--- src/rtl/mips_pkg.sv ---
// Shared pipeline definitions for the register-file write path.
// Provides the register-address/data widths and the writeback request
// record {dest, val} used by the write arbiter and its load buffer.
package mips_pkg;

  localparam int REG_ADDR_W = 5;
  localparam int DATA_W     = 32;
  localparam int NUM_REGS   = 1 << REG_ADDR_W;

  typedef struct packed {
    logic [REG_ADDR_W-1:0] dest;
    logic [DATA_W-1:0]     val;
  } wb_req_t;

endpackage

--- src/rtl/rf_write_arbiter_if.sv ---
// Bundle of every non-clock signal of the register-file write arbiter.
//   ALU writeback  : a_valid, a_dest, a_val -> a_ready
//   Load return    : b_valid, b_dest, b_val -> b_ready
//   Hazard check   : ld_issue, ld_dest, src1, src2 -> src1_busy, src2_busy
//   RF write port  : rf_we, rf_dest, rf_val
// master = pipeline side driving requests, slave = the arbiter.
interface rf_write_arbiter_if;
  import mips_pkg::*;

  logic                  a_valid;
  logic [REG_ADDR_W-1:0] a_dest;
  logic [DATA_W-1:0]     a_val;
  logic                  a_ready;

  logic                  b_valid;
  logic [REG_ADDR_W-1:0] b_dest;
  logic [DATA_W-1:0]     b_val;
  logic                  b_ready;

  logic                  ld_issue;
  logic [REG_ADDR_W-1:0] ld_dest;
  logic [REG_ADDR_W-1:0] src1;
  logic [REG_ADDR_W-1:0] src2;
  logic                  src1_busy;
  logic                  src2_busy;

  logic                  rf_we;
  logic [REG_ADDR_W-1:0] rf_dest;
  logic [DATA_W-1:0]     rf_val;

  modport master (
    output a_valid, a_dest, a_val, b_valid, b_dest, b_val,
           ld_issue, ld_dest, src1, src2,
    input  a_ready, b_ready, src1_busy, src2_busy, rf_we, rf_dest, rf_val
  );

  modport slave (
    input  a_valid, a_dest, a_val, b_valid, b_dest, b_val,
           ld_issue, ld_dest, src1, src2,
    output a_ready, b_ready, src1_busy, src2_busy, rf_we, rf_dest, rf_val
  );

endinterface

--- src/rtl/wb_fifo.sv ---
// Small FIFO holding load returns waiting for the register-file write port.
// Ports:
//   clk, rst     : clock, synchronous active-high reset (empties the FIFO)
//   push_i       : write push_data_i at the tail (caller guarantees not full)
//   pop_i        : drop the head entry (caller guarantees not empty)
//   head_o       : current head entry, combinational from storage
//   count_o      : number of valid entries (0..DEPTH)
// DEPTH must be a power of two so the pointers wrap naturally.
module wb_fifo
  import mips_pkg::*;
#(
  parameter int DEPTH = 2,
  localparam int PTR_W = $clog2(DEPTH)
) (
  input  logic           clk,
  input  logic           rst,
  input  logic           push_i,
  input  wb_req_t        push_data_i,
  input  logic           pop_i,
  output wb_req_t        head_o,
  output logic [PTR_W:0] count_o
);

  wb_req_t          mem_q [DEPTH];
  logic [PTR_W-1:0] wr_ptr_q;
  logic [PTR_W-1:0] rd_ptr_q;
  logic [PTR_W:0]   count_q;
  logic [PTR_W:0]   count_d;

  // Push and pop in the same cycle leave the occupancy unchanged.
  always_comb begin
    count_d = count_q;
    case ({push_i, pop_i})
      2'b10:   count_d = count_q + 1'b1;
      2'b01:   count_d = count_q - 1'b1;
      default: count_d = count_q;
    endcase
  end

  always_ff @(posedge clk) begin
    if (rst) begin
      wr_ptr_q <= '0;
      rd_ptr_q <= '0;
      count_q  <= '0;
    end else begin
      if (push_i) wr_ptr_q <= wr_ptr_q + 1'b1;
      if (pop_i)  rd_ptr_q <= rd_ptr_q + 1'b1;
      count_q <= count_d;
    end
  end

  // Storage needs no reset: entries are only visible through count_q.
  always_ff @(posedge clk) begin
    if (push_i) mem_q[wr_ptr_q] <= push_data_i;
  end

  assign head_o  = mem_q[rd_ptr_q];
  assign count_o = count_q;

endmodule

--- src/rtl/rf_write_arbiter.sv ---
// Arbitrates the single register-file write port between ALU writeback (A)
// and SRAM load returns (B), and tracks registers awaiting a pending load.
// Ports:
//   clk, rst : clock, synchronous active-high reset
//   bus      : rf_write_arbiter_if.slave (A/B requests, hazard check, RF port)
// Parameters:
//   DEPTH        : load-return buffer entries (power of two, >= 2)
//   STARVE_LIMIT : cycles a buffered load waits before preempting A
// Load returns are always buffered first (no pass-through), so a load is
// written one cycle after acceptance at the earliest. A wins the port
// unless the buffer head has waited STARVE_LIMIT cycles.
module rf_write_arbiter
  import mips_pkg::*;
#(
  parameter int DEPTH        = 2,
  parameter int STARVE_LIMIT = 4
) (
  input logic                clk,
  input logic                rst,
  rf_write_arbiter_if.slave  bus
);

  localparam int CNT_W = $clog2(DEPTH) + 1;
  localparam int AGE_W = $clog2(STARVE_LIMIT + 1);
  localparam logic [CNT_W-1:0] FULL_CNT = CNT_W'(DEPTH);
  localparam logic [AGE_W-1:0] AGE_MAX  = AGE_W'(STARVE_LIMIT);

  wb_req_t           push_data;
  wb_req_t           head;
  logic [CNT_W-1:0]  fifo_count;
  logic              fifo_empty;
  logic              push;
  logic              pop;
  logic              grant_a;
  logic              grant_b;
  logic [AGE_W-1:0]  age_q;
  logic [AGE_W-1:0]  age_d;
  logic [NUM_REGS-1:0] busy_q;
  logic [NUM_REGS-1:0] busy_d;

  assign push_data = '{dest: bus.b_dest, val: bus.b_val};

  wb_fifo #(.DEPTH(DEPTH)) u_wb_fifo (
    .clk         (clk),
    .rst         (rst),
    .push_i      (push),
    .push_data_i (push_data),
    .pop_i       (pop),
    .head_o      (head),
    .count_o     (fifo_count)
  );

  assign fifo_empty = (fifo_count == '0);

  // Readiness looks only at the current occupancy, never at a same-cycle pop.
  assign bus.b_ready = !rst && (fifo_count < FULL_CNT);
  assign push        = bus.b_valid && bus.b_ready;

  assign grant_b = !rst && !fifo_empty && (!bus.a_valid || age_q >= AGE_MAX);
  assign grant_a = !rst && bus.a_valid && !grant_b;
  assign pop     = grant_b;

  assign bus.a_ready = !rst && !(grant_b && bus.a_valid);

  // Register 0 is hardwired: its requests complete but never write.
  always_comb begin
    bus.rf_we   = 1'b0;
    bus.rf_dest = '0;
    bus.rf_val  = '0;
    if (grant_b) begin
      bus.rf_dest = head.dest;
      bus.rf_val  = head.val;
      bus.rf_we   = (head.dest != '0);
    end else if (grant_a) begin
      bus.rf_dest = bus.a_dest;
      bus.rf_val  = bus.a_val;
      bus.rf_we   = (bus.a_dest != '0);
    end
  end

  // Age of the current head; restarts whenever a new entry becomes head.
  always_comb begin
    age_d = age_q;
    if (fifo_empty || pop) begin
      age_d = '0;
    end else if (age_q < AGE_MAX) begin
      age_d = age_q + 1'b1;
    end
  end

  // Busy bit per register: a new issue wins over a same-cycle clear.
  assign busy_d[0] = 1'b0;
  for (genvar gi = 1; gi < NUM_REGS; gi++) begin : g_busy
    assign busy_d[gi] =
        (bus.ld_issue && bus.ld_dest == REG_ADDR_W'(gi)) ||
        (busy_q[gi] && !(pop && head.dest == REG_ADDR_W'(gi)));
  end

  always_ff @(posedge clk) begin
    if (rst) begin
      age_q  <= '0;
      busy_q <= '0;
    end else begin
      age_q  <= age_d;
      busy_q <= busy_d;
    end
  end

  assign bus.src1_busy = !rst && busy_q[bus.src1] && (bus.src1 != '0);
  assign bus.src2_busy = !rst && busy_q[bus.src2] && (bus.src2 != '0);

  // The pipeline must stall rather than re-issue a load to a pending register.
  a_no_reissue_busy: assert property (@(posedge clk) disable iff (rst)
    (bus.ld_issue && bus.ld_dest != '0) |-> !busy_q[bus.ld_dest]);

endmodule

--- src/flat_wrapper.sv ---
// flat-port wrapper written by rule: the top's interface ports become plain ports
module rf_write_arbiter_flat import mips_pkg::*;
#(
  parameter int DEPTH        = 2,
  parameter int STARVE_LIMIT = 4
)
  (clk, rst, bus_a_valid, bus_a_dest, bus_a_val, bus_b_valid, bus_b_dest, bus_b_val, bus_ld_issue, bus_ld_dest, bus_src1, bus_src2, bus_a_ready, bus_b_ready, bus_src1_busy, bus_src2_busy, bus_rf_we, bus_rf_dest, bus_rf_val);
  rf_write_arbiter_if bus_i ();
  input logic clk;
  input logic rst;
  input wire logic [$bits(bus_i.a_valid)-1:0] bus_a_valid;
  input wire logic [$bits(bus_i.a_dest)-1:0] bus_a_dest;
  input wire logic [$bits(bus_i.a_val)-1:0] bus_a_val;
  input wire logic [$bits(bus_i.b_valid)-1:0] bus_b_valid;
  input wire logic [$bits(bus_i.b_dest)-1:0] bus_b_dest;
  input wire logic [$bits(bus_i.b_val)-1:0] bus_b_val;
  input wire logic [$bits(bus_i.ld_issue)-1:0] bus_ld_issue;
  input wire logic [$bits(bus_i.ld_dest)-1:0] bus_ld_dest;
  input wire logic [$bits(bus_i.src1)-1:0] bus_src1;
  input wire logic [$bits(bus_i.src2)-1:0] bus_src2;
  output wire logic [$bits(bus_i.a_ready)-1:0] bus_a_ready;
  output wire logic [$bits(bus_i.b_ready)-1:0] bus_b_ready;
  output wire logic [$bits(bus_i.src1_busy)-1:0] bus_src1_busy;
  output wire logic [$bits(bus_i.src2_busy)-1:0] bus_src2_busy;
  output wire logic [$bits(bus_i.rf_we)-1:0] bus_rf_we;
  output wire logic [$bits(bus_i.rf_dest)-1:0] bus_rf_dest;
  output wire logic [$bits(bus_i.rf_val)-1:0] bus_rf_val;
  assign bus_i.a_valid = bus_a_valid;
  assign bus_i.a_dest = bus_a_dest;
  assign bus_i.a_val = bus_a_val;
  assign bus_i.b_valid = bus_b_valid;
  assign bus_i.b_dest = bus_b_dest;
  assign bus_i.b_val = bus_b_val;
  assign bus_i.ld_issue = bus_ld_issue;
  assign bus_i.ld_dest = bus_ld_dest;
  assign bus_i.src1 = bus_src1;
  assign bus_i.src2 = bus_src2;
  assign bus_a_ready = bus_i.a_ready;
  assign bus_b_ready = bus_i.b_ready;
  assign bus_src1_busy = bus_i.src1_busy;
  assign bus_src2_busy = bus_i.src2_busy;
  assign bus_rf_we = bus_i.rf_we;
  assign bus_rf_dest = bus_i.rf_dest;
  assign bus_rf_val = bus_i.rf_val;
  rf_write_arbiter #(.DEPTH(DEPTH), .STARVE_LIMIT(STARVE_LIMIT)) u_core (.clk(clk), .rst(rst), .bus(bus_i));
endmodule
--- config.mk ---
export PLATFORM = sky130hd
export DESIGN_NAME = rf_write_arbiter_flat
export DESIGN_NICKNAME = d
export VERILOG_FILES = /design/src/rtl/mips_pkg.sv /design/src/rtl/rf_write_arbiter_if.sv /design/src/rtl/wb_fifo.sv /design/src/rtl/rf_write_arbiter.sv /design/src/flat_wrapper.sv
export SDC_FILE = /design/constraint.sdc
export NUM_CORES = 1
export LEC_CHECK = 0
export BUFFER_PORTS_ARGS = -buffer_cell sky130_fd_sc_hd__buf_2
export CAP_MARGIN = 5
export CELL_PAD_IN_SITES_DETAIL_PLACEMENT = 1
export CELL_PAD_IN_SITES_GLOBAL_PLACEMENT = 2
export CORE_AREA = 2 2 127 129
export DETAILED_ROUTE_END_ITERATION = 12
export DIE_AREA = 0 0 129 131
export PLACE_DENSITY_LB_ADDON = 0.1
export SETUP_SLACK_MARGIN = 0.02
export SLEW_MARGIN = 20
export SYNTH_ARGS = -nofsm -noshare
export SYNTH_HDL_FRONTEND = slang
export SYNTH_SLANG_ARGS = --single-unit
--- constraint.sdc ---
create_clock -name clk -period 7.81 [get_ports clk]
set_input_delay 0.3905 -clock clk [delete_from_list [all_inputs] [get_ports clk]]
set_output_delay 0.3905 -clock clk [all_outputs]
set_load 0.02 [all_outputs]
==> metrics.txt <==
status=finished, final reports clean; root buf cell=clkbuf_16; met3 Use GR=0.0533; post-placement cell area=6260 µm²; vias=~4,300; vias in the first global route=about 4,600; Slowest-stage cell, CP=buf_4; total grt overflow=0; WP depth=6; Post-Syn Instances=between 400 and 500; Reg area=3000 µm²; first-pass GRT wire length=23.6 mm; 1st-iter DRT viols=139; Syn Nets=586; Resized cells post-CTS=0; residual DRC count=0; synthesized flop and latch total=113; commonest cells after routing, fill and taps aside=buf_2 (135), edfxtp_1 (74), nand2_1 (63), o21ai_0 (63), mux2i_1 (52); Synth Warn #=0; Worst Skew=roughly 0.0080 ns; most common cell after layout, fill and taps aside=buf_2; global placer's final weighted congestion=0.777; Setup crit end=bus_rf_we; Crit path arrival time=around 2.5 ns; DIE AREA=16,900 µm²; unrepaired setup endpoints after global routing=no; Wirelength per Cell=17.8 µm; crit path kind=flop to primary output; Leak=2.51 nW; worst skew pair latency=roughly 0.41 ns; Final Max Slew Viols=0; Final Total Pwr=approximately 1.5 mW; Via density=slightly above 5; Pwr per Cell Area=223 nW/µm²; Max IR drop VDD=0.112 mV; Starting Density=0.350; worst slew pin tran=0.949 ns; Antenna Cells=0; port bufs=between 100 and 150; first drt pass iteration count=4; sequential area share after synthesis=0.551; Clock transition at path regs=0.05 ns; die height=131 µm; GRT Max-Usage Layer=met2; worst path bufs/invs=2; crit-path cells=buf_4 > nor2_1 > a22oi_2 > nor3b_1 > o21ai_0 > buf_2; CTS Hold Bufs=0; area of the multi-input gates=2230 µm²; largest net degree at the start of global routing=50; setup TNS=0 ns; Max Buffers Root-to-Sink=2; filler cell count=between 1,500 and 2,000; # H-tree levels=4; endpoints failing setup=0; post-CTS setup buffers=0; predominant post-synthesis flop cell=edfxtp_1; Core Region=15,600 µm²; Die X=about 130 µm; layout overhead on the synthesized area=24.0%; share of layout cells above drive strength 1=0.290; Netlist Area Pre-Place=5450 µm²; GR Util All Layers=0.184; fraction of registers with async set or reset after synthesis=0; crit-path max cell delay=just under 0.6 ns; CP Capture Type=primary output; R2R depth=5; final worst path period need=2.91 ns; met2 usage=0.323; Post-DRT Antenna Nets=0; clk sinks=roughly 110; number of synthesized flops with an enable pin=74; GR Util met1=0.215; Rel. slew slack=0.367; Post-Route WL=approximately 15 mm; Largest delay share family, worst path=buffers and inverters; Min-Delay Path Class=input port to flop; antenna violations before repair=2; reg2reg end=u_core.busy_q[6]$_SDFF_PP0_; Mean Syn Cell Area=approximately 11 µm²; CTS tree=done; maximum fanout along the worst path=between 40 and 50; Ports=between 100 and 150; hpwl dp=11.0 mm; NumNets Final=between 700 and 800; TritonCTS Buffers=17; internal reg-to-reg setup slack=5.47 ns; number of max-cap violations=0; Hold Fails Final Rpt=0; final instance area=a little under 7000 µm²; CP startpoint kind=flop; Netlist cell types=between 50 and 60; num rows=46; WP data required=7.42 ns; fin util=0.434; fin crit share=0.372; max frequency=approximately 340 MHz
## Yosys cell counts (3+ instances only)
cell / number / area (µm²)
edfxtp_1: 74 / 2220
nand2_1: 63 / 236
o21ai_0: 63 / 315
mux2i_1: 52 / 521
dfxtp_1: 39 / 781
a21oi_1: 25 / 125
nor2_1: 18 / 67.6
nand3_1: 15 / 75.1
clkbuf_1: 13 / 48.8
nor2b_1: 12 / 75.1
o311ai_1: 11 / 96.3
buf_4: 8 / 60.1
inv_1: 8 / 30.0
buf_6: 6 / 67.6
a2111oi_0: 5 / 43.8
nor3b_1: 5 / 37.5
o21ai_1: 5 / 25.0
nand2b_1: 4 / 25.0
nor3_1: 4 / 20.0
o311ai_0: 4 / 35.0
o31ai_1: 4 / 30.0
a31oi_1: 3 / 18.8
a32oi_2: 3 / 48.8
buf_2: 3 / 15.0
mux4_2: 3 / 67.6
nand4_1: 3 / 18.8
## where the power goes
part	leakage (nW)	internal, mW	switching, mW
sequential	0.995	0.662	0.00906
combinational	1.26	0.0621	0.111
clock	0.252	0.424	0.242
## area by class of cell
type                            instances  share of cell area
Clock buffer                           20              0.0645
Clock inverter                         11              0.0107
Multi-Input combinational cell        338               0.330
Timing Repair Buffer                  138               0.106
Sequential cell                       113               0.444
Inverter                                8             0.00444
Tap cell                              216              0.0399
## registers in the layout, summed over array words and instances (netlist names), named ones only
| signal | cells |
|---|---|
| u_core.u_wb_fifo.mem_q | 74 |
| u_core.busy_q | 31 |
| u_core.age_q | 3 |
| u_core.u_wb_fifo.count_o | 2 |
| u_core.u_wb_fifo.rd_ptr_q | 1 |
| u_core.u_wb_fifo.wr_ptr_q | 1 |
## per-layer routing
| metal | up-vias | part of all wire |
|---|---|---|
| li1 | 2107 | - |
| met1 | 2088 | 0.43 |
| met2 | 103 | 0.50 |
| met3 | 22 | 0.051 |
| met4 | 4 | 0.018 |
| met5 | - | 0.0016 |
## logic make-up after synthesis
kind of cell               Yosys count  synth area share
buffers and inverters               40            0.0420
xor gates and xnor gates             3           0.00482
and+or+nand+nor                    143             0.133
muxes                               58             0.114
AOI/OAI and AO/OA                  133             0.153
adders and majority gates            1           0.00229
DFF                                113             0.551
## worst min path at each step
stage	from	endpoint	depth (start not counted)
floorplan	u_core.age_q[0]$_SDFFE_PP0N_	u_core.age_q[0]$_SDFFE_PP0N_	1
global placement	u_core.age_q[0]$_SDFFE_PP0N_	u_core.age_q[0]$_SDFFE_PP0N_	1
detailed placement	u_core.age_q[0]$_SDFFE_PP0N_	u_core.age_q[0]$_SDFFE_PP0N_	1
CTS	bus_b_val[29]	u_core.u_wb_fifo.mem_q[0][29]$_DFFE_PP_	1
global route	bus_b_val[29]	u_core.u_wb_fifo.mem_q[1][29]$_DFFE_PP_	1
finish	bus_b_val[19]	u_core.u_wb_fifo.mem_q[0][19]$_DFFE_PP_	1
## stage by stage
step / worst slack, ns / hold WS, ns / std cells
floorplan: 4.59 / 0.406 / 491
global placement: 5.09 / 0.426 / 812
detailed placement: 4.96 / 0.441 / 813
CTS: 4.85 / 0.148 / 844
global route: 4.76 / 0.152 / 844
finish: 4.90 / 0.168 / 844
Note: power is estimated with default switching activity, not from simulation.
